===== src/rtl/tl45_pkg.sv =====
// Shared opcode encodings, state type and defaults for the TL45 multiply/divide unit.
package tl45_pkg;
  localparam int WIDTH_DEF = 32;

  localparam logic [2:0] MD_MUL   = 3'b000;
  localparam logic [2:0] MD_MULH  = 3'b001;
  localparam logic [2:0] MD_MULHU = 3'b011;
  localparam logic [2:0] MD_DIV   = 3'b100;
  localparam logic [2:0] MD_DIVU  = 3'b101;
  localparam logic [2:0] MD_REM   = 3'b110;
  localparam logic [2:0] MD_REMU  = 3'b111;

  typedef enum logic [1:0] {S_IDLE, S_RUN, S_DONE} md_state_e;

  // 3'b010 is the only unassigned code and is treated as a NOP.
  function automatic logic md_op_ok(input logic [2:0] op);
    return op != 3'b010;
  endfunction

  function automatic logic md_op_signed(input logic [2:0] op);
    return (op == MD_MULH) || (op == MD_DIV) || (op == MD_REM);
  endfunction
endpackage


===== src/rtl/tl45_muldiv_iter.sv =====
// Radix-2 iteration datapath: shift-add multiply and restoring divide on unsigned magnitudes.
module tl45_muldiv_iter #(
  parameter int WIDTH = 32
) (
  input  logic             i_clk,
  input  logic             i_load,
  input  logic             i_step,
  input  logic             i_div,
  input  logic [WIDTH-1:0] i_a,
  input  logic [WIDTH-1:0] i_b,
  output logic [WIDTH-1:0] o_hi_nxt,
  output logic [WIDTH-1:0] o_lo_nxt
);
  logic [WIDTH-1:0] hi_q = '0;
  logic [WIDTH-1:0] lo_q = '0;
  logic [WIDTH-1:0] b_q  = '0;
  logic [WIDTH-1:0] hi_d;
  logic [WIDTH-1:0] lo_d;
  logic [WIDTH:0]   sum_d;
  logic             ge_d;

  // Multiply keeps {hi,lo} = partial product / remaining multiplier; divide keeps {hi,lo} = remainder / quotient.
  always_comb begin
    sum_d = {1'b0, hi_q} + {1'b0, (lo_q[0] ? b_q : '0)};
    ge_d  = {hi_q, lo_q[WIDTH-1]} >= {1'b0, b_q};
    if (i_div) begin
      hi_d = ge_d ? ({hi_q[WIDTH-2:0], lo_q[WIDTH-1]} - b_q) : {hi_q[WIDTH-2:0], lo_q[WIDTH-1]};
      lo_d = {lo_q[WIDTH-2:0], ge_d};
    end else begin
      hi_d = sum_d[WIDTH:1];
      lo_d = {sum_d[0], lo_q[WIDTH-1:1]};
    end
  end

  always_ff @(posedge i_clk) begin
    if (i_load) begin
      hi_q <= '0;
      lo_q <= i_a;
      b_q  <= i_b;
    end else if (i_step) begin
      hi_q <= hi_d;
      lo_q <= lo_d;
    end
  end

  assign o_hi_nxt = hi_d;
  assign o_lo_nxt = lo_d;
endmodule


===== src/rtl/tl45_muldiv.sv =====
// TL45 iterative multiply/divide unit: FSM, sign handling and pipeline handshake.
module tl45_muldiv
  import tl45_pkg::*;
#(
  parameter int WIDTH = WIDTH_DEF,
  parameter int DR_W  = 4
) (
  input  logic             i_clk,
  input  logic             i_reset_n,
  input  logic             i_valid,
  input  logic [2:0]       i_op,
  input  logic [DR_W-1:0]  i_dr,
  input  logic [WIDTH-1:0] i_a,
  input  logic [WIDTH-1:0] i_b,
  input  logic             i_pipe_stall,
  input  logic             i_pipe_flush,
  output logic             o_pipe_stall,
  output logic             o_pipe_flush,
  output logic             o_valid,
  output logic [DR_W-1:0]  o_dr,
  output logic [WIDTH-1:0] o_value,
  output logic [DR_W-1:0]  o_of_reg,
  output logic [WIDTH-1:0] o_of_val
);
  localparam int CNT_W = $clog2(WIDTH);
  localparam logic [CNT_W-1:0] CNT_LAST = CNT_W'(WIDTH - 1);

  md_state_e        state_q = S_IDLE;
  logic [CNT_W-1:0] cnt_q   = '0;
  logic [2:0]       op_q    = '0;
  logic [DR_W-1:0]  ldr_q   = '0;
  logic             q_neg_q = 1'b0;
  logic             r_neg_q = 1'b0;
  logic             valid_q = 1'b0;
  logic [DR_W-1:0]  dr_q    = '0;
  logic [WIDTH-1:0] value_q = '0;

  logic             accept, div0, a_neg, b_neg;
  logic [WIDTH-1:0] a_mag, b_mag, hi_nxt, lo_nxt, value_d;

  // High half of -{hi,lo}: ~hi plus the carry that only appears when lo is zero.
  function automatic logic [WIDTH-1:0] fix_mulh(input logic [WIDTH-1:0] hi,
                                                input logic [WIDTH-1:0] lo,
                                                input logic neg);
    return neg ? (~hi + WIDTH'(lo == '0)) : hi;
  endfunction

  function automatic logic [WIDTH-1:0] cond_neg(input logic [WIDTH-1:0] x, input logic neg);
    return neg ? (~x + 1'b1) : x;
  endfunction

  assign accept = i_valid && md_op_ok(i_op);
  assign div0   = i_op[2] && (i_b == '0);
  assign a_neg  = md_op_signed(i_op) && i_a[WIDTH-1];
  assign b_neg  = md_op_signed(i_op) && i_b[WIDTH-1];
  assign a_mag  = cond_neg(i_a, a_neg);
  assign b_mag  = cond_neg(i_b, b_neg);

  tl45_muldiv_iter #(.WIDTH(WIDTH)) u_iter (
    .i_clk    (i_clk),
    .i_load   (state_q == S_IDLE && accept && !div0),
    .i_step   (state_q == S_RUN),
    .i_div    (op_q[2]),
    .i_a      (a_mag),
    .i_b      (b_mag),
    .o_hi_nxt (hi_nxt),
    .o_lo_nxt (lo_nxt)
  );

  // Result is taken from the final step's next-state values so it registers on DONE entry.
  always_comb begin
    value_d = lo_nxt;
    case (op_q)
      MD_MULH:           value_d = fix_mulh(hi_nxt, lo_nxt, q_neg_q);
      MD_MULHU, MD_REMU: value_d = hi_nxt;
      MD_DIV:            value_d = cond_neg(lo_nxt, q_neg_q);
      MD_REM:            value_d = cond_neg(hi_nxt, r_neg_q);
      default:           value_d = lo_nxt;
    endcase
  end

  always_ff @(posedge i_clk) begin
    if (!i_reset_n || i_pipe_flush) begin
      state_q <= S_IDLE;
      cnt_q   <= '0;
      op_q    <= '0;
      ldr_q   <= '0;
      q_neg_q <= 1'b0;
      r_neg_q <= 1'b0;
      valid_q <= 1'b0;
      dr_q    <= '0;
      value_q <= '0;
    end else begin
      case (state_q)
        S_IDLE: begin
          if (accept) begin
            op_q    <= i_op;
            ldr_q   <= i_dr;
            q_neg_q <= a_neg ^ b_neg;
            r_neg_q <= a_neg;
            cnt_q   <= '0;
            if (div0) begin
              state_q <= S_DONE;
              valid_q <= 1'b1;
              dr_q    <= i_dr;
              value_q <= i_op[1] ? i_a : '1;
            end else begin
              state_q <= S_RUN;
            end
          end
        end
        S_RUN: begin
          if (cnt_q == CNT_LAST) begin
            state_q <= S_DONE;
            valid_q <= 1'b1;
            dr_q    <= ldr_q;
            value_q <= value_d;
          end else begin
            cnt_q <= cnt_q + 1'b1;
          end
        end
        S_DONE: begin
          if (!i_pipe_stall) begin
            state_q <= S_IDLE;
            valid_q <= 1'b0;
            dr_q    <= '0;
            value_q <= '0;
          end
        end
        default: state_q <= S_IDLE;
      endcase
    end
  end

  assign o_pipe_stall = i_pipe_stall || (state_q == S_IDLE && accept) || (state_q == S_RUN) ||
                        (state_q == S_DONE && i_pipe_stall);
  assign o_pipe_flush = i_pipe_flush;
  assign o_valid      = valid_q;
  assign o_dr         = dr_q;
  assign o_value      = value_q;
  assign o_of_reg     = dr_q;
  assign o_of_val     = value_q;
endmodule


===== config.mk =====
export PLATFORM = sky130hd
export DESIGN_NAME = tl45_muldiv
export DESIGN_NICKNAME = d
export VERILOG_FILES = /design/src/rtl/tl45_pkg.sv /design/src/rtl/tl45_muldiv_iter.sv /design/src/rtl/tl45_muldiv.sv
export SDC_FILE = /design/constraint.sdc
export NUM_CORES = 1
export LEC_CHECK = 0
export ABC_CLOCK_PERIOD_IN_PS = 12330
export CELL_PAD_IN_SITES_DETAIL_PLACEMENT = 1
export CELL_PAD_IN_SITES_GLOBAL_PLACEMENT = 1
export CORE_UTILIZATION = 46
export DETAILED_ROUTE_END_ITERATION = 6
export HOLD_SLACK_MARGIN = 0.15
export PLACE_DENSITY = 0.85
export SLEW_MARGIN = 20
export SYNTH_ARGS = -nofsm -noshare
export SYNTH_HDL_FRONTEND = slang
export SYNTH_SLANG_ARGS = --single-unit

===== constraint.sdc =====
create_clock -name i_clk -period 12.33 [get_ports i_clk]
set_clock_uncertainty 0.1 [all_clocks]
set_input_delay 1.233 -clock i_clk [delete_from_list [all_inputs] [get_ports i_clk]]
set_output_delay 1.233 -clock i_clk [all_outputs]
set_load 0.05 [all_outputs]

After elaboration in Yosys (flattened, before gate mapping)
Index checks and enable logic that the tools add are counted.
{ "word_totals": {"reg_bits": 149, "input_bits": 76, "out_inout_bits": 75, "elab_cells": 105} }
{ "classes": {"n_addsub": 8, "n_lt_le_gt_ge": 1, "eq_ne": 17, "muxes": 36, "n_bitwise": 5, "n_reduce_logical": 26} }
{ "op_table": {"columns": ["cell", "count"], "rows": [
  ["32-bit two-way mux", 16],
  ["32-bit by 1-bit adder with 32-bit output (second input constant)", 4],
  ["32-bit NOT", 4],
  ["32-bit case mux with 4 select lines", 1],
  ["32-bit case mux with 3 select lines", 1],
  ["32-bit logical NOT", 2],
  ["32-bit by 32-bit adder with 33-bit output", 1],
  ["33-bit by 32-bit greater-or-equal comparator with 1-bit output", 1],
  ["32-bit by 1-bit adder with 32-bit output", 1],
  ["32-bit subtractor", 1],
  ["4-bit two-way mux", 4],
  ["3-bit equality test (second input constant)", 5],
  ["4-bit case mux with 3 select lines", 1],
  ["5-bit two-way mux", 2],
  ["2-bit != test (second input constant)", 5],
  ["5-bit case mux with 2 select lines", 1],
  ["2-bit two-way mux", 4],
  ["1-bit logical AND", 7],
  ["3-bit by 1-bit equality test with 1-bit output (second input constant)", 2],
  ["1-bit logical OR", 6],
  ["2-bit case mux with 3 select lines", 1],
  ["3-bit AND reduction", 2],
  ["5-bit by 1-bit adder with 5-bit output (second input constant)", 1],
  ["5-bit equality test (second input constant)", 1],
  ["14 further kinds", 19]
]} }

Longest topological paths before layout
Gate-level depths: netlist (run 1).
{ "logic_depth": {"word_depth": 9, "ltp_mapped": 26, "ltp_nobuf": 24} }

By module
A second synthesis (run 1) with hierarchy kept.
{ "unflattened": {"cells_unflattened": 2103, "area_unflattened_um2": 16223.1} }
{ "modules_own_cells": {"columns": ["mod", "n_inst", "cells_each", "area_per_inst_um2", "seq_area_each_um2"], "rows": [
  ["tl45_muldiv_iter", 1, 952, 8405.6, 2562.5],
  ["tl45_muldiv", 1, 1151, 7817.5, 1061.0]
]} }

Worst setup path after synthesis (run 1)
No wires, ideal clock.
{ "synth_path": {"path_type": "reg-to-reg", "startpoint": "register u_iter.b_q[26]", "endpoint": "register value_q[24], in the netlist o_of_val[24]", "t_arrival_ps": 5626, "required_time_ps": 12169, "setup_slack_ps": 6544, "path_stages_with_launch": 26, "n_path_buf": 1, "synth_period_minus_slack_ps": 5786, "path_cell_list": "edfxtp_1 inv_1 ha_1 a21o_1 a21o_1 a221o_1 o21ai_2 buf_4 a31oi_1 a21oi_1 ha_1 o211ai_1 or4_1 nand2b_1 or3_1 nor3_1 ha_1 ha_1 inv_1 nor4_2 and2_1 nand2_2 or3_1 o21a_1 o221ai_1 o2111a_1"} }
{ "synth_between": {"elab_chain_len": 9} }
{ "synth_lines": {"columns": ["element", "line_no", "source"], "rows": [
  ["start: declaration", "tl45_muldiv_iter.sv:16", "logic [WIDTH-1:0] b_q = '0;"],
  ["start signal: assignment", "tl45_muldiv_iter.sv:39", "b_q <= i_b;"],
  ["33-bit by 32-bit greater-or-equal comparator with 1-bit output *", "tl45_muldiv_iter.sv:25", "ge_d = {hi_q, lo_q[WIDTH-1]} >= {1'b0, b_q};"],
  ["branches (longest 5 deep; another with 32-bit by 1-bit adder with 32-bit output)", null, null],
  ["32-bit case mux with 4 select lines *", "tl45_muldiv.sv:73", "case (op_q)"],
  ["32-bit two-way mux *", "tl45_muldiv.sv:113", "if (cnt_q == CNT_LAST) begin"],
  ["32-bit case mux with 3 select lines *", "tl45_muldiv.sv:94", "case (state_q)"],
  ["end signal: assignment", "tl45_muldiv.sv:106", "value_q <= i_op[1] ? i_a : '1;"],
  ["end signal: assignment", "tl45_muldiv.sv:117", "value_q <= value_d;"],
  ["end: declaration", "tl45_muldiv.sv:36", "logic [WIDTH-1:0] value_q = '0;"]
]} }
Every way passes the cells marked *. The select of a mux whose other input is x is not followed.
A chain may end at the register's enable or synchronous reset.

Final worst setup path (run 1)
{ "layout_path": {"startpoint": "register u_iter.b_q[20]", "endpoint": "register value_q[31], in the netlist o_of_val[31]"} }
{ "layout_between": {"elab_chain_len": 9} }
{ "layout_lines": {"columns": ["element", "line_no"], "rows": [
  ["branches (longest 6 deep; another with 33-bit by 32-bit greater-or-equal comparator with 1-bit output)", null],
  ["32-bit case mux with 4 select lines *", "tl45_muldiv.sv:73"],
  ["32-bit two-way mux *", "tl45_muldiv.sv:113"],
  ["32-bit case mux with 3 select lines *", "tl45_muldiv.sv:94"]
]} }
Marks and branches as above.

==> results of run 1 <==
routing by layer:
| layer | part of all wire (%) | vias up |
|---|---|---|
| met4 | 3.5 | 2 |
| met1 | 43 | 9119 |
| met5 | 0.016 | - |
| li1 | - | 8142 |
| met3 | 12 | 194 |
| met2 | 41 | 1194 |
power groups by stage:
stage | combinational [mW] | sequential, mW | clock (mW)
floorplan | 0.699 | 0.625 | 0
detailed placement | 1.07 | 0.638 | 0
global placement | 1.05 | 0.633 | 0
global route | 1.18 | 0.634 | 0.561
finish | 1.13 | 0.631 | 0.546
CTS | 1.08 | 0.628 | 0.542
final timing paths:
check,startpoint,endpoint,slack [ps],depth (start not counted)
hold / removal,ldr_q[2],ldr_q[2],420,2
setup reg to reg,u_iter.b_q[20],o_of_val[31],4910,22
setup / recovery,u_iter.b_q[20],o_of_val[31],4910,22
hold reg to reg,ldr_q[2],ldr_q[2],420,2
flip-flops by register name, indices dropped and copies added (netlist names):
signal	cells
o_of_val	32
u_iter.b_q	32
u_iter.hi_q	32
u_iter.lo_q	32
cnt_q	5
ldr_q	4
o_dr	4
op_q	3
state_q	2
o_valid	1
q_neg_q	1
r_neg_q	1
cells by family after synthesis:
group,Yosys count,share of synthesized area (%)
buf+inv,251,6.95
fa+ha+maj,78,6.03
xor+xnor,144,7.68
compound gates,686,27.9
flops,149,22.1
simple gates,798,24.6
mux,77,4.78
placed cells by master, fill, tap and decap left out, types with 75 or more instances in the layout:
master / instances
a21oi_1: 236
ha_1: 75
clkdlybuf4s50_1: 150
o21ai_0: 115
dfxtp_1: 84
nor2_1: 223
xnor2_1: 79
nand2_1: 177
inv_1: 87
nor3_1: 79
per-stage QoR:
step	power [mW]	hold slack, ps	std cells	utilization (%)	setup WS, ps
after global placement	1.69	376	2678	52.0	5580
after CTS	2.25	416	2710	53.7	5200
after floorplan	1.32	364	2183	-	6540
after detailed placement	1.71	396	2678	52.0	5200
final	2.31	415	2711	53.7	4910
after global routing	2.38	444	2710	53.7	4650
area by class of cell:
| cell class | instances | share of cell area, % |
|---|---|---|
| tap | 455 | 3.05 |
| sequential | 149 | 19.4 |
| timing repair buffer | 201 | 10.1 |
| inverter | 90 | 1.81 |
| clock inverter | 12 | 0.563 |
| multi-input combinational | 1783 | 62.6 |
| clock buffer | 20 | 2.51 |
| antenna | 1 | 0.0134 |
critical path, stage by stage, from the launching register on:
cell,delay [ps]
edfxtp_1,370
inv_1,70
ha_1,370
a21oi_1,250
o21ai_0,270
and2_1,270
o21ai_2,480
a31oi_1,400
a21oi_1,380
ha_1,240
o211ai_1,140
or4_1,640
nand2b_1,220
or3_1,390
nor3_1,310
ha_1,280
nor4b_1,740
nand3_1,280
inv_1,230
nand2_1,90
or2_0,220
mux2_1,310
o31a_1,240
==> impl_metrics.yaml, run 1 <==
outcome:
  status: "finished, violations left"
  violations: "DRC"
sta:
  maxSlewViolCount: 0
  setup_viol: 0
  slew-limit-headroom_pct: 24.4
  rsz0062_at_grt: "no"
  setup_tns_ps: 0
  fmax_mhz: 135
  hold_viol: 0
  layout_min_cycle_time_ps: 7420
  tightest_slew_ps: 1110
  fin_crit_sh_pct: 60.2
critical_path:
  critPathKind: "reg -> reg"
  end_kind: "flip-flop"
  worst-path-max-fanout: 11
  cp-start-kind: "flip-flop"
  arrival_ps: 7680
  crit_required_ps: 12590
die:
  die_y_um: 191
  fp-row-count: 68
  dieArea_sq_um: 36500
  dieWidth_um: 191
  initial_core_util_pct: 47.2
  ios: 151
  coreArea_sq_um: 34800
worst_hold_path:
  hold_class: "reg -> reg"
synthesis:
  synth_cells: 2183
  yosys.cell_count.top_type: "a21oi_1"
  synth-async-reset-ratio_pct: 0
  avgSynthCellArea_sq_um: 7.52
  ys.flop_type: "dfxtp_1"
  synth_warnings: 0
  synth_commonest_cells: "a21oi_1 (236), nor2_1 (223), nand2_1 (177), o21ai_0 (115), inv_1 (87)"
  netlist_area_sq_um: 16400
  synth-seq-area-share_pct: 22.1
  synth_area_leaders: "edfxtp_1 (12%), dfxtp_1 (10%), a21oi_1 (7.2%), ha_1 (5.8%), nor2_1 (5.1%)"
  synth_edf_count: 64
  ys_types: 117
  syn-num-nets: 2337
  synth_seq_cells: 149
  synth_top_area_cell: "edfxtp_1"
  synth_top_area_share_pct: 11.7
drt:
  vias_per_cell: 6.88
  via_count: 18700
  ant_nets: 0
  wire_per_inst_um: 28.3
  dr.pass1.iters: 7
  routed_wl_um: 76700
  route.detailed.drc: 1
  drtIter0Drc: 2470
grt:
  grt_pass1_vias: 18000
  grt_first_pass_wirelength_um: 114000
  met2_usage_pct: 60.1
  grt_max_degree: 68
  overflow: 0
  met1_usage_pct: 59.2
  grt.total_usage_pct: 41.9
  gr-max-usage-layer: "met2"
  antenna_found_initial: 4
  met3_usage_pct: 12.0
power:
  ir_drop_v: 0.000116
  p_seq_share_pct: 27.3
  swShare_pct: 47.2
  internal_power_mw: 1.22
  power_density_nw_per_um2: 124
  netSwitchingPower_mw: 1.09
  p_clk_share_pct: 23.7
  p_comb_share_pct: 49.0
  leakage_nw: 6.93
clocking:
  htreeDepth: 4
  post-cts-setup-buffers: 0
  clock-root-buffer: "clkbuf_16"
  cts_resized: 0
  clk_latency_ps: 480
  cts_made_buffers: 17
  ctsHoldBuffers: 0
  cts_tree: "yes"
  path_clk_slew_ps: 70
  cts_buffer_depth: 2
  cts.sinks: 149
placed_design:
  gp_congestion: 0.975
  dpl_cell_area_sq_um: 18100
  detailed_place_hpwl_um: 58900
  port_buffers: 150
final_layout:
  final_cell_area_sq_um: 18700
  nNetsFinal: 2396
  fillers: 4316
  multi_input_area_sq_um: 11700
  drive_gt1_share_pct: 7.18
  areaGrowthSynthToFinish_pct: 13.7
  seqCellArea_sq_um: 3630
flow_run:
  drv_cap: 0
Note: power is estimated with default switching activity, not from simulation.
==> inputs of run 2 (changes only) <==
--- a/config.mk
+++ b/config.mk
@@ -5,13 +5,13 @@
 export SDC_FILE = /design/constraint.sdc
 export NUM_CORES = 1
 export LEC_CHECK = 0
-export ABC_CLOCK_PERIOD_IN_PS = 12330
+export ABC_CLOCK_PERIOD_IN_PS = 6700
 export CELL_PAD_IN_SITES_DETAIL_PLACEMENT = 1
 export CELL_PAD_IN_SITES_GLOBAL_PLACEMENT = 1
-export CORE_UTILIZATION = 46
+export CORE_UTILIZATION = 40
 export DETAILED_ROUTE_END_ITERATION = 6
 export HOLD_SLACK_MARGIN = 0.15
-export PLACE_DENSITY = 0.85
+export PLACE_DENSITY = 0.78
 export SLEW_MARGIN = 20
 export SYNTH_ARGS = -nofsm -noshare
 export SYNTH_HDL_FRONTEND = slang
==> constraint.sdc (replaced) <==
create_clock -name i_clk -period 6.7 [get_ports i_clk]
set_clock_uncertainty 0.1 [all_clocks]
set_input_delay 0.67 -clock i_clk [delete_from_list [all_inputs] [get_ports i_clk]]
set_output_delay 0.67 -clock i_clk [all_outputs]
set_load 0.05 [all_outputs]
==> impl_metrics.yaml, run 2 (synthesized netlist as in run 1, its figures left out) <==
outcome:
  status: "complete, no violations"
grt:
  grt.total_usage_pct: 37.9
  antenna_found_initial: 3
  overflow: 0
  grt_pass1_vias: 17700
  grt_max_degree: 56
  grt_first_pass_wirelength_um: 117000
placed_design:
  detailed_place_hpwl_um: 63700
  dpl_cell_area_sq_um: 18500
  gp_congestion: 1.00
  port_buffers: 150
die:
  die_y_um: 205
  initial_core_util_pct: 41.0
  dieWidth_um: 205
  coreArea_sq_um: 40100
  dieArea_sq_um: 41900
  ios: 151
  fp-row-count: 73
critical_path:
  critPathKind: "reg -> reg"
  crit_path_frequent_cell: "ha_1"
  max_stage_delay_ps: 620
  arrival_ps: 6800
  path_cells: "inv_1 > ha_1 > a21oi_1 > o21ai_1 > a221o_1 > o21ai_2 > a31oi_1 > a21oi_2 > ha_1 > o211ai_1 > or4_1 > nand2b_1 > or3_1 > nor3_1 > ha_2 > ha_1 > inv_1 > nor4_2 > and2_1 > nand2_2 > or3_1 > o21a_1 > o221ai_1 > o2111a_1"
  cp_slowest_cell: "or4_1"
  cp-start-kind: "flip-flop"
  worst-path-max-fanout: 6
  end_kind: "flip-flop"
  crit_required_ps: 7020
sta:
  slew-limit-headroom_pct: 18.7
  fmax_mhz: 154
  maxSlewViolCount: 0
  setup_tns_ps: 0
  fin_crit_sh_pct: 96.7
  hold_viol: 0
  rsz0062_at_grt: "no"
  holdWs_ps: 399
  tightest_slew_ps: 1210
  setup_viol: 0
  layout_min_cycle_time_ps: 6480
drt:
  wirelength_met1_um: 36100
  vias_per_cell: 6.52
  wl_met2_um: 33100
  route.detailed.drc: 0
  drtIter0Drc: 2066
  ant_nets: 0
  wl_met3_um: 8300
  wire_per_inst_um: 28.3
  dr.pass1.iters: 5
  routed_wl_um: 80100
  via_count: 18400
  dr.max_layer_used: "met5"
clocking:
  clock-root-buffer: "clkbuf_16"
  path_clk_slew_ps: 80
  cts.sinks: 149
  cts_tree: "yes"
  clk_latency_ps: 470
  htreeDepth: 4
  cts_made_buffers: 17
  cts_buffer_depth: 2
  ctsHoldBuffers: 0
final_layout:
  final_common_cell: "a21oi_1"
  layout_common_cells: "a21oi_1 (234), nor2_1 (223), nand2_1 (177)"
  drive_gt1_share_pct: 9.21
  final_cell_area_sq_um: 19200
  nNetsFinal: 2442
  fillers: 4922
  areaGrowthSynthToFinish_pct: 16.6
power:
  power_density_nw_per_um2: 230
  p_clk_share_pct: 23.9
  leakage_nw: 7.15
  ir_drop_v: 0.000170
  p_seq_share_pct: 26.0
  netSwitchingPower_mw: 2.06
  swShare_pct: 46.8
  p_comb_share_pct: 50.0
  internal_power_mw: 2.34
  total_power_mw: 4.40
flow_run:
  drv_cap: 0
worst_hold_path:
  hold_class: "reg -> reg"
-- run 2: cell count changes in the layout (fill, tap and decap cells not counted), moves of 2 or more --
cell,change
bufinv_16,+2
a21oi_2,+2
clkinvlp_4,+3
inv_4,-2
buf_4,+46
a21oi_1,-2
-- run 2: worst paths after layout --
check,startpoint,to,slack [ps],cells after the start
setup reg to reg,u_iter.b_q[24],o_of_val[24],220,24
hold / removal,ldr_q[1],ldr_q[1],400,2
setup / recovery,u_iter.b_q[24],o_of_val[24],220,24
hold reg to reg,ldr_q[1],ldr_q[1],400,2
-- run 2: what timing repair did --
item | 4_1_cts | 5_1_grt
setup endpoints to repair | 0 | 13
gates resized for setup | 0 | 4
setup buffers | 0 | 1
-- run 2: power by group through the flow --
| stage | Combinational [mW] | Clock (mW) | Sequential [mW] |
|---|---|---|---|
| 3_3_place_gp | 2.08 | 0 | 1.15 |
| 4_1_cts | 2.12 | 1.06 | 1.14 |
| 6_report | 2.20 | 1.05 | 1.15 |
| 5_1_grt | 2.30 | 1.08 | 1.15 |
| 3_5_place_dp | 2.11 | 0 | 1.16 |
| 2_1_floorplan | 1.29 | 0 | 1.15 |
-- run 2: metal layers --
| layer | vias up | track usage (%) |
|---|---|---|
| li1 | 8239 | - |
| met1 | 9217 | 55.2 |
| met2 | 864 | 53.6 |
| met3 | 110 | 9.04 |
| met4 | 2 | 13.4 |
| met5 | - | 0 |
-- run 2: layout make-up --
class / count / area, sq um / share of cell area [%]
Multi-Input combinational cell: 1783 / 11700 / 61.1
Antenna cell: 2 / 5.00 / 0.0261
Sequential cell: 149 / 3630 / 18.9
Inverter: 90 / 338 / 1.76
Tap cell: 525 / 657 / 3.43
Timing Repair Buffer: 247 / 2230 / 11.6
Clock inverter: 14 / 164 / 0.856
Clock buffer: 18 / 439 / 2.29
-- run 2: worst max-delay path, delay by kind of cell (launching register included) --
family          cells  cell delay, ps
compound gates     10            2110
fa+ha+maj           4            1070
buf+inv             2             150
flops               1             400
simple gates        8            2590
-- run 2: stage by stage --
stage / std cells / util [%] / setup slack, ps
6_report: 2828 / 47.8 / 222
5_1_grt: 2826 / 47.8 / 9.87
4_1_cts: 2825 / 47.7 / 78.6
3_5_place_dp: 2793 / 46.2 / 126
3_3_place_gp: 2793 / 46.2 / 323
2_1_floorplan: 2183 / - / 914
